### src/rtl/serial_add_pkg.sv
// ---------------------------------------------------------------------------
// serial_add_pkg
// Shared definitions for the bit-serial adder controller:
//   - DEFAULT_WIDTH : default operand/result width
//   - state_t       : controller state encoding (2'd3 is treated as IDLE)
//   - clog2()       : counter width helper, never returns less than 1
// Optional feature macro used by the files that import this package:
//   SERIAL_SUB_EN (adds the sub input; see serial_add_ctrl.sv)
// ---------------------------------------------------------------------------
package serial_add_pkg;

  localparam int DEFAULT_WIDTH = 8;

  typedef enum logic [1:0] {
    ST_IDLE = 2'd0,
    ST_RUN  = 2'd1,
    ST_DONE = 2'd2
  } state_t;

  // Smallest n with 2**n >= value, clamped to at least 1 bit so a counter
  // declared from it is always legal.
  function automatic int clog2(input int value);
    int result;
    result = 0;
    for (int i = 0; i < 31; i++) begin
      if ((1 << i) < value) begin
        result = i + 1;
      end
    end
    if (result < 1) begin
      result = 1;
    end
    return result;
  endfunction

endpackage

### src/rtl/serial_add_ctrl_if.sv
// ---------------------------------------------------------------------------
// serial_add_ctrl_if
// Request/result bundle of serial_add_ctrl.
//   start   : request, sampled only while the controller is idle
//   a_in    : operand A (WIDTH bits), captured on acceptance
//   b_in    : operand B (WIDTH bits), captured on acceptance
//   cin_in  : carry-in, captured on acceptance
//   sub     : subtract select, only present with SERIAL_SUB_EN defined
//   busy    : controller is in RUN or DONE
//   done    : one-cycle pulse, sum_out/cout just updated
//   sum_out : registered sum, held until the next result
//   cout    : registered final carry, held with sum_out
// Modports: master drives the request side, slave is the controller.
// ---------------------------------------------------------------------------
interface serial_add_ctrl_if
  import serial_add_pkg::*;
#(
  parameter int WIDTH = DEFAULT_WIDTH
);

  logic             start;
  logic [WIDTH-1:0] a_in;
  logic [WIDTH-1:0] b_in;
  logic             cin_in;
`ifdef SERIAL_SUB_EN
  logic             sub;
`endif
  logic             busy;
  logic             done;
  logic [WIDTH-1:0] sum_out;
  logic             cout;

`ifdef SERIAL_SUB_EN
  modport master (
    output start, a_in, b_in, cin_in, sub,
    input  busy, done, sum_out, cout
  );

  modport slave (
    input  start, a_in, b_in, cin_in, sub,
    output busy, done, sum_out, cout
  );
`else
  modport master (
    output start, a_in, b_in, cin_in,
    input  busy, done, sum_out, cout
  );

  modport slave (
    input  start, a_in, b_in, cin_in,
    output busy, done, sum_out, cout
  );
`endif

endinterface

### src/rtl/serial_add_ctrl_full_adder.sv
// ---------------------------------------------------------------------------
// full_adder
// Single-bit full adder cell used as the serial datapath.
//   a, b, cin : input bits
//   sum       : a ^ b ^ cin
//   carry     : majority(a, b, cin)
// ---------------------------------------------------------------------------
module full_adder (
  input  logic a,
  input  logic b,
  input  logic cin,
  output logic sum,
  output logic carry
);

  assign sum   = a ^ b ^ cin;
  assign carry = (a & b) | (cin & (a ^ b));

endmodule

### src/rtl/serial_add_ctrl.sv
// ---------------------------------------------------------------------------
// serial_add_ctrl
// Bit-serial WIDTH-bit adder: one full_adder cell, one bit per clock, LSB
// first. Operands are captured on an accepted start, the cell runs for WIDTH
// cycles with the carry held in a flop, then sum_out/cout are updated and
// done pulses for one cycle. One operation per WIDTH+2 cycles.
// Ports:
//   clk   : rising-edge clock
//   rst_n : asynchronous active-low reset
//   bus   : serial_add_ctrl_if.slave (start, a_in, b_in, cin_in, [sub],
//           busy, done, sum_out, cout)
// Optional feature: SERIAL_SUB_EN - when defined, bus.sub=1 loads ~b_in and a
// carry of 1 (cin_in ignored) so the result is a-b; cout=1 means no borrow.
// ---------------------------------------------------------------------------
module serial_add_ctrl
  import serial_add_pkg::*;
#(
  parameter int WIDTH = DEFAULT_WIDTH
) (
  input  logic             clk,
  input  logic             rst_n,
  serial_add_ctrl_if.slave bus
);

  localparam int CW = clog2(WIDTH);

  state_t           state_reg;
  state_t           state_next;
  logic             load_en;
  logic             run_en;
  logic             finish_en;

  logic [WIDTH-1:0] a_sh_reg;
  logic [WIDTH-1:0] b_sh_reg;
  logic [WIDTH-1:0] res_sh_reg;
  logic [WIDTH-1:0] sum_reg;
  logic [CW-1:0]    cnt_reg;
  logic             carry_reg;
  logic             cout_reg;
  logic             done_reg;

  logic [WIDTH-1:0] b_load;
  logic             c_load;
  logic             fa_sum;
  logic             fa_carry;

  // Subtraction is a + ~b + 1, so only the load values differ.
`ifdef SERIAL_SUB_EN
  assign b_load = bus.sub ? ~bus.b_in : bus.b_in;
  assign c_load = bus.sub ? 1'b1 : bus.cin_in;
`else
  assign b_load = bus.b_in;
  assign c_load = bus.cin_in;
`endif

  full_adder u_fa (
    .a     (a_sh_reg[0]),
    .b     (b_sh_reg[0]),
    .cin   (carry_reg),
    .sum   (fa_sum),
    .carry (fa_carry)
  );

  always_ff @(posedge clk or negedge rst_n) begin
    if (!rst_n) begin
      state_reg <= ST_IDLE;
    end else begin
      state_reg <= state_next;
    end
  end

  always_comb begin
    state_next = state_reg;
    load_en    = 1'b0;
    run_en     = 1'b0;
    finish_en  = 1'b0;
    case (state_reg)
      ST_RUN: begin
        run_en = 1'b1;
        // The last bit is processed on the same edge that leaves RUN.
        if (cnt_reg == CW'(WIDTH - 1)) begin
          state_next = ST_DONE;
        end
      end
      ST_DONE: begin
        finish_en  = 1'b1;
        state_next = ST_IDLE;
      end
      default: begin
        // IDLE, and the unused code 2'd3 which behaves as IDLE.
        state_next = ST_IDLE;
        if (bus.start) begin
          load_en    = 1'b1;
          state_next = ST_RUN;
        end
      end
    endcase
  end

  always_ff @(posedge clk or negedge rst_n) begin
    if (!rst_n) begin
      a_sh_reg   <= '0;
      b_sh_reg   <= '0;
      res_sh_reg <= '0;
      sum_reg    <= '0;
      cnt_reg    <= '0;
      carry_reg  <= 1'b0;
      cout_reg   <= 1'b0;
      done_reg   <= 1'b0;
    end else begin
      if (load_en) begin
        a_sh_reg  <= bus.a_in;
        b_sh_reg  <= b_load;
        carry_reg <= c_load;
        cnt_reg   <= '0;
      end else if (run_en) begin
        a_sh_reg   <= a_sh_reg >> 1;
        b_sh_reg   <= b_sh_reg >> 1;
        // Sum bits enter at the MSB; after WIDTH shifts bit 0 holds the LSB.
        res_sh_reg <= {fa_sum, res_sh_reg[WIDTH-1:1]};
        carry_reg  <= fa_carry;
        cnt_reg    <= cnt_reg + CW'(1);
      end
      if (finish_en) begin
        sum_reg  <= res_sh_reg;
        cout_reg <= carry_reg;
      end
      done_reg <= finish_en;
    end
  end

  assign bus.busy    = (state_reg == ST_RUN) || (state_reg == ST_DONE);
  assign bus.done    = done_reg;
  assign bus.sum_out = sum_reg;
  assign bus.cout    = cout_reg;

endmodule

### src/flat_wrapper.sv
// flat-port wrapper written by rule: the top's interface ports become plain ports
module serial_add_ctrl_flat import serial_add_pkg::*;
#(
  parameter int WIDTH = DEFAULT_WIDTH
)
  (clk, rst_n, bus_start, bus_a_in, bus_b_in, bus_cin_in, bus_busy, bus_done, bus_sum_out, bus_cout);
  serial_add_ctrl_if #(.WIDTH(WIDTH)) bus_i ();
  input  logic clk;
  input  logic rst_n;
  input wire logic [$bits(bus_i.start)-1:0] bus_start;
  input wire logic [$bits(bus_i.a_in)-1:0] bus_a_in;
  input wire logic [$bits(bus_i.b_in)-1:0] bus_b_in;
  input wire logic [$bits(bus_i.cin_in)-1:0] bus_cin_in;
  output wire logic [$bits(bus_i.busy)-1:0] bus_busy;
  output wire logic [$bits(bus_i.done)-1:0] bus_done;
  output wire logic [$bits(bus_i.sum_out)-1:0] bus_sum_out;
  output wire logic [$bits(bus_i.cout)-1:0] bus_cout;
  assign bus_i.start = bus_start;
  assign bus_i.a_in = bus_a_in;
  assign bus_i.b_in = bus_b_in;
  assign bus_i.cin_in = bus_cin_in;
  assign bus_busy = bus_i.busy;
  assign bus_done = bus_i.done;
  assign bus_sum_out = bus_i.sum_out;
  assign bus_cout = bus_i.cout;
  serial_add_ctrl #(.WIDTH(WIDTH)) u_core (.clk(clk), .rst_n(rst_n), .bus(bus_i));
endmodule
### config.mk
export PLATFORM = sky130hd
export DESIGN_NAME = serial_add_ctrl_flat
export DESIGN_NICKNAME = d
export VERILOG_FILES = /design/src/rtl/serial_add_pkg.sv /design/src/rtl/serial_add_ctrl_if.sv /design/src/rtl/serial_add_ctrl_full_adder.sv /design/src/rtl/serial_add_ctrl.sv /design/src/flat_wrapper.sv
export SDC_FILE = /design/constraint.sdc
export NUM_CORES = 1
export LEC_CHECK = 0
export ABC_AREA = 1
export CAP_MARGIN = 20
export CORE_ASPECT_RATIO = 0.75
export CORE_MARGIN = 2
export CORE_UTILIZATION = 53
export CTS_CLUSTER_DIAMETER = 50
export DETAILED_ROUTE_END_ITERATION = 6
export PLACE_DENSITY = 0.79
export SETUP_SLACK_MARGIN = 0.05
export SLEW_MARGIN = 20
export SYNTH_ARGS = -nofsm -noshare
export SYNTH_HDL_FRONTEND = slang
export SYNTH_HIERARCHICAL = 1
export SYNTH_SLANG_ARGS = --single-unit
### constraint.sdc
create_clock -name clk -period 1.98 [get_ports clk]
set_input_delay 0.594 -clock clk [delete_from_list [all_inputs] [get_ports clk]]
set_output_delay 0.594 -clock clk [all_outputs]
set_load 0.01 [all_outputs]
==> results.ini <==
[global_route]
first_global_vias=1474
grt_usage_pct=20.0
grt_pass1_wl_um=6390
grt_max_degree=37
overflow=0
antenna_found_initial=0

[sta]
fmax_ghz=0.558
fin_crit_sh_pct=90.6
hold_viol=0
setup_viol=0
min_period_ns=1.79
rsz0062_at_grt=no
drv_slew=0
skew_ns=0.00451
tightest_slew_ns=0.626
hold_slack_ns=0.255
tns_ns=0
relSlewSlack_pct=58.3

[drt]
avgRoutedWirePerCell_um=11.4
postRouteAntennaNets=0
via_per_inst=4.89
vias=1550
drc=0
first_pass_iters=4
drt_iter0_drc=154
drt-total-wl_um=3610

[yosys]
synth_compound_area_share_pct=5.11
syn_inst=236
async_flop_share_pct=100
synth_seq_cells=40
syn_nets=261
synth_top_area_share_pct=51.1
synth_top_family_by_area=simple AND/OR/NAND/NOR gates
ys.flop_type=dfrtp_1
ys_warn_count=6
synth_seq_area_share_pct=51.1
netlist_top_cells_area=dfrtp_1 51%, nand2_1 15%, nand3_1 8.2%
synth_most_common_cell=nand2_1
netlist_area_sq_um=1960
synthMuxAreaShare_pct=0
synth_edf_count=0
synthTopCellsByCount=80 x nand2_1, 40 x dfrtp_1, 32 x nand3_1
yosys.area_share.adder_pct=3.58
synth_area_per_cell_sq_um=8.30
yosys.area.top_type=dfrtp_1
synth_simple_gate_area_share_pct=27.0
synthDistinctLibCells=15
synth_xor_area_share_pct=0

[final_layout]
n_antenna_cell=0
nets=289
layout-drive-gt1-share_pct=6.04
syn_to_final_growth_pct=18.3
stdcell_count=317

[clock_tree]
clk_path_buf_depth=2
cts_sinks=40
cts_setup_buffers=0
htreeDepth=2
clock_latency_ns=0.29
cts-root-buf=clkbuf_8
cts_buffers=5
hold_buffers=0
clk_pin_slew_ns=0.07
cts_tree=done

[pwr]
leakage_nw=1.19
p_per_area_nw_per_um2=1390
peakVddDrop_mv=0.591

[floorplan]
placementRows=19
die_y_um=56.6
die_w_um=74.2
fp.coreArea_sq_um=3590
ios=31
initial_core_util_pct=54.5
dieArea_sq_um=4200

[outcome]
status=finished clean

[hold_path]
hold_class=in2async

[worst_setup_path]
critPathKind=reg2out
cp_max_fo=2
end_kind=primary output
cp.required_ns=1.39
worstPathArrival_ns=1.20
crit_path_start_kind=flip-flop

[place]
io_buffers=30
post-place-cells=309
globalplace.congestion=0.826
dp_hpwl_um=2500

[flow_run]
drv_cap=0

cell type report:
class	count	area (sq um)
Inverter	30	113
Multi-Input combinational cell	151	699
Fill cell	307	1270
Timing Repair Buffer	36	348
Sequential cell	40	1000
Clock buffer	8	90.1
Tap cell	52	65.1
power breakdown:
part / switching, mW / internal [mW] / total [mW]
clock network: 0.263 / 0.284 / 0.547
logic: 0.758 / 0.546 / 1.30
registers: 0.198 / 1.17 / 1.37
per-stage QoR:
| step | util, % | power, mW | area [sq um] | setup WS, ns |
|---|---|---|---|---|
| 2_1_floorplan | - | 2.39 | 1960 | 0.339 |
| 3_3_place_gp | 62.1 | 2.64 | 2230 | 0.136 |
| 3_5_place_dp | 62.1 | 2.69 | 2230 | 0.0923 |
| 4_1_cts | 64.7 | 3.25 | 2320 | 0.0716 |
| 5_1_grt | 64.5 | 3.53 | 2320 | 0.106 |
| 6_report | 64.5 | 3.22 | 2320 | 0.187 |
critical path, cell delays in order, from the launching register on:
cell      delay [ns]
dfrtp_1         0.35
inv_1           0.07
ha_1            0.31
inv_1           0.06
clkbuf_2        0.12
cells by family (layout without fill, tap and decap cells):
logic type | count (synthesis) | in the layout
flops | 40 | 40
compound gates | 20 | 20
buf+inv | 45 | 74
simple gates | 126 | 126
fa+ha+maj | 5 | 5
cell usage in the layout, fill, tap and decap left out:
master | synthesis | final
ha_1 | 4 | 4
a21oi_1 | 8 | 8
buf_12 | 0 | 1
o21ai_1 | 3 | 3
inv_2 | 1 | 1
clkbuf_1 | 0 | 2
fa_1 | 1 | 1
o21ai_0 | 9 | 9
buf_2 | 2 | 1
inv_1 | 29 | 29
clkdlybuf4s50_1 | 0 | 28
dfrtp_1 | 40 | 40
clkbuf_2 | 0 | 1
clkbuf_8 | 0 | 6
nand2_8 | 1 | 1
nand2_1 | 80 | 80
nand3_1 | 32 | 32
buf_4 | 3 | 5
nor2_1 | 13 | 13
timing repair:
action,CTS,global route
endpoints found under the setup margin,1,1
cloned,0,0
resized for setup,2,1
pin swaps,0,0
path summary, 6_finish.rpt:
check	startpoint	to	slack (ns)	cells past startpoint
max	u_core/state_reg[0]$_DFFE_PN0P_	bus_busy	0.19	4
min	rst_n	u_core/state_reg[0]$_DFFE_PN0P_	0.26	1
max reg2reg	u_core/state_reg[0]$_DFFE_PN0P_	u_core/a_sh_reg[7]$_DFFE_PN0P_	0.48	7
min reg2reg	u_core/res_sh_reg[1]$_DFFE_PN0P_	u_core/res_sh_reg[0]$_DFFE_PN0P_	0.48	2
max in group asynchronous	rst_n	u_core/bus.sum_out[1]$_DFFE_PN0P_	1.25	2
min in group clk	u_core/res_sh_reg[1]$_DFFE_PN0P_	u_core/res_sh_reg[0]$_DFFE_PN0P_	0.48	2
routing by layer:
| metal | track usage [%] | up-vias | wire length [um] |
|---|---|---|---|
| li1 | - | 779 | - |
| met1 | 27.8 | 742 | 1780 |
| met2 | 30.6 | 26 | 1650 |
| met3 | 5.92 | 3 | 149 |
| met4 | 5.19 | 0 | 23 |
| met5 | 0 | - | 0 |
No activity file was read; power rests on OpenSTA's default activity.
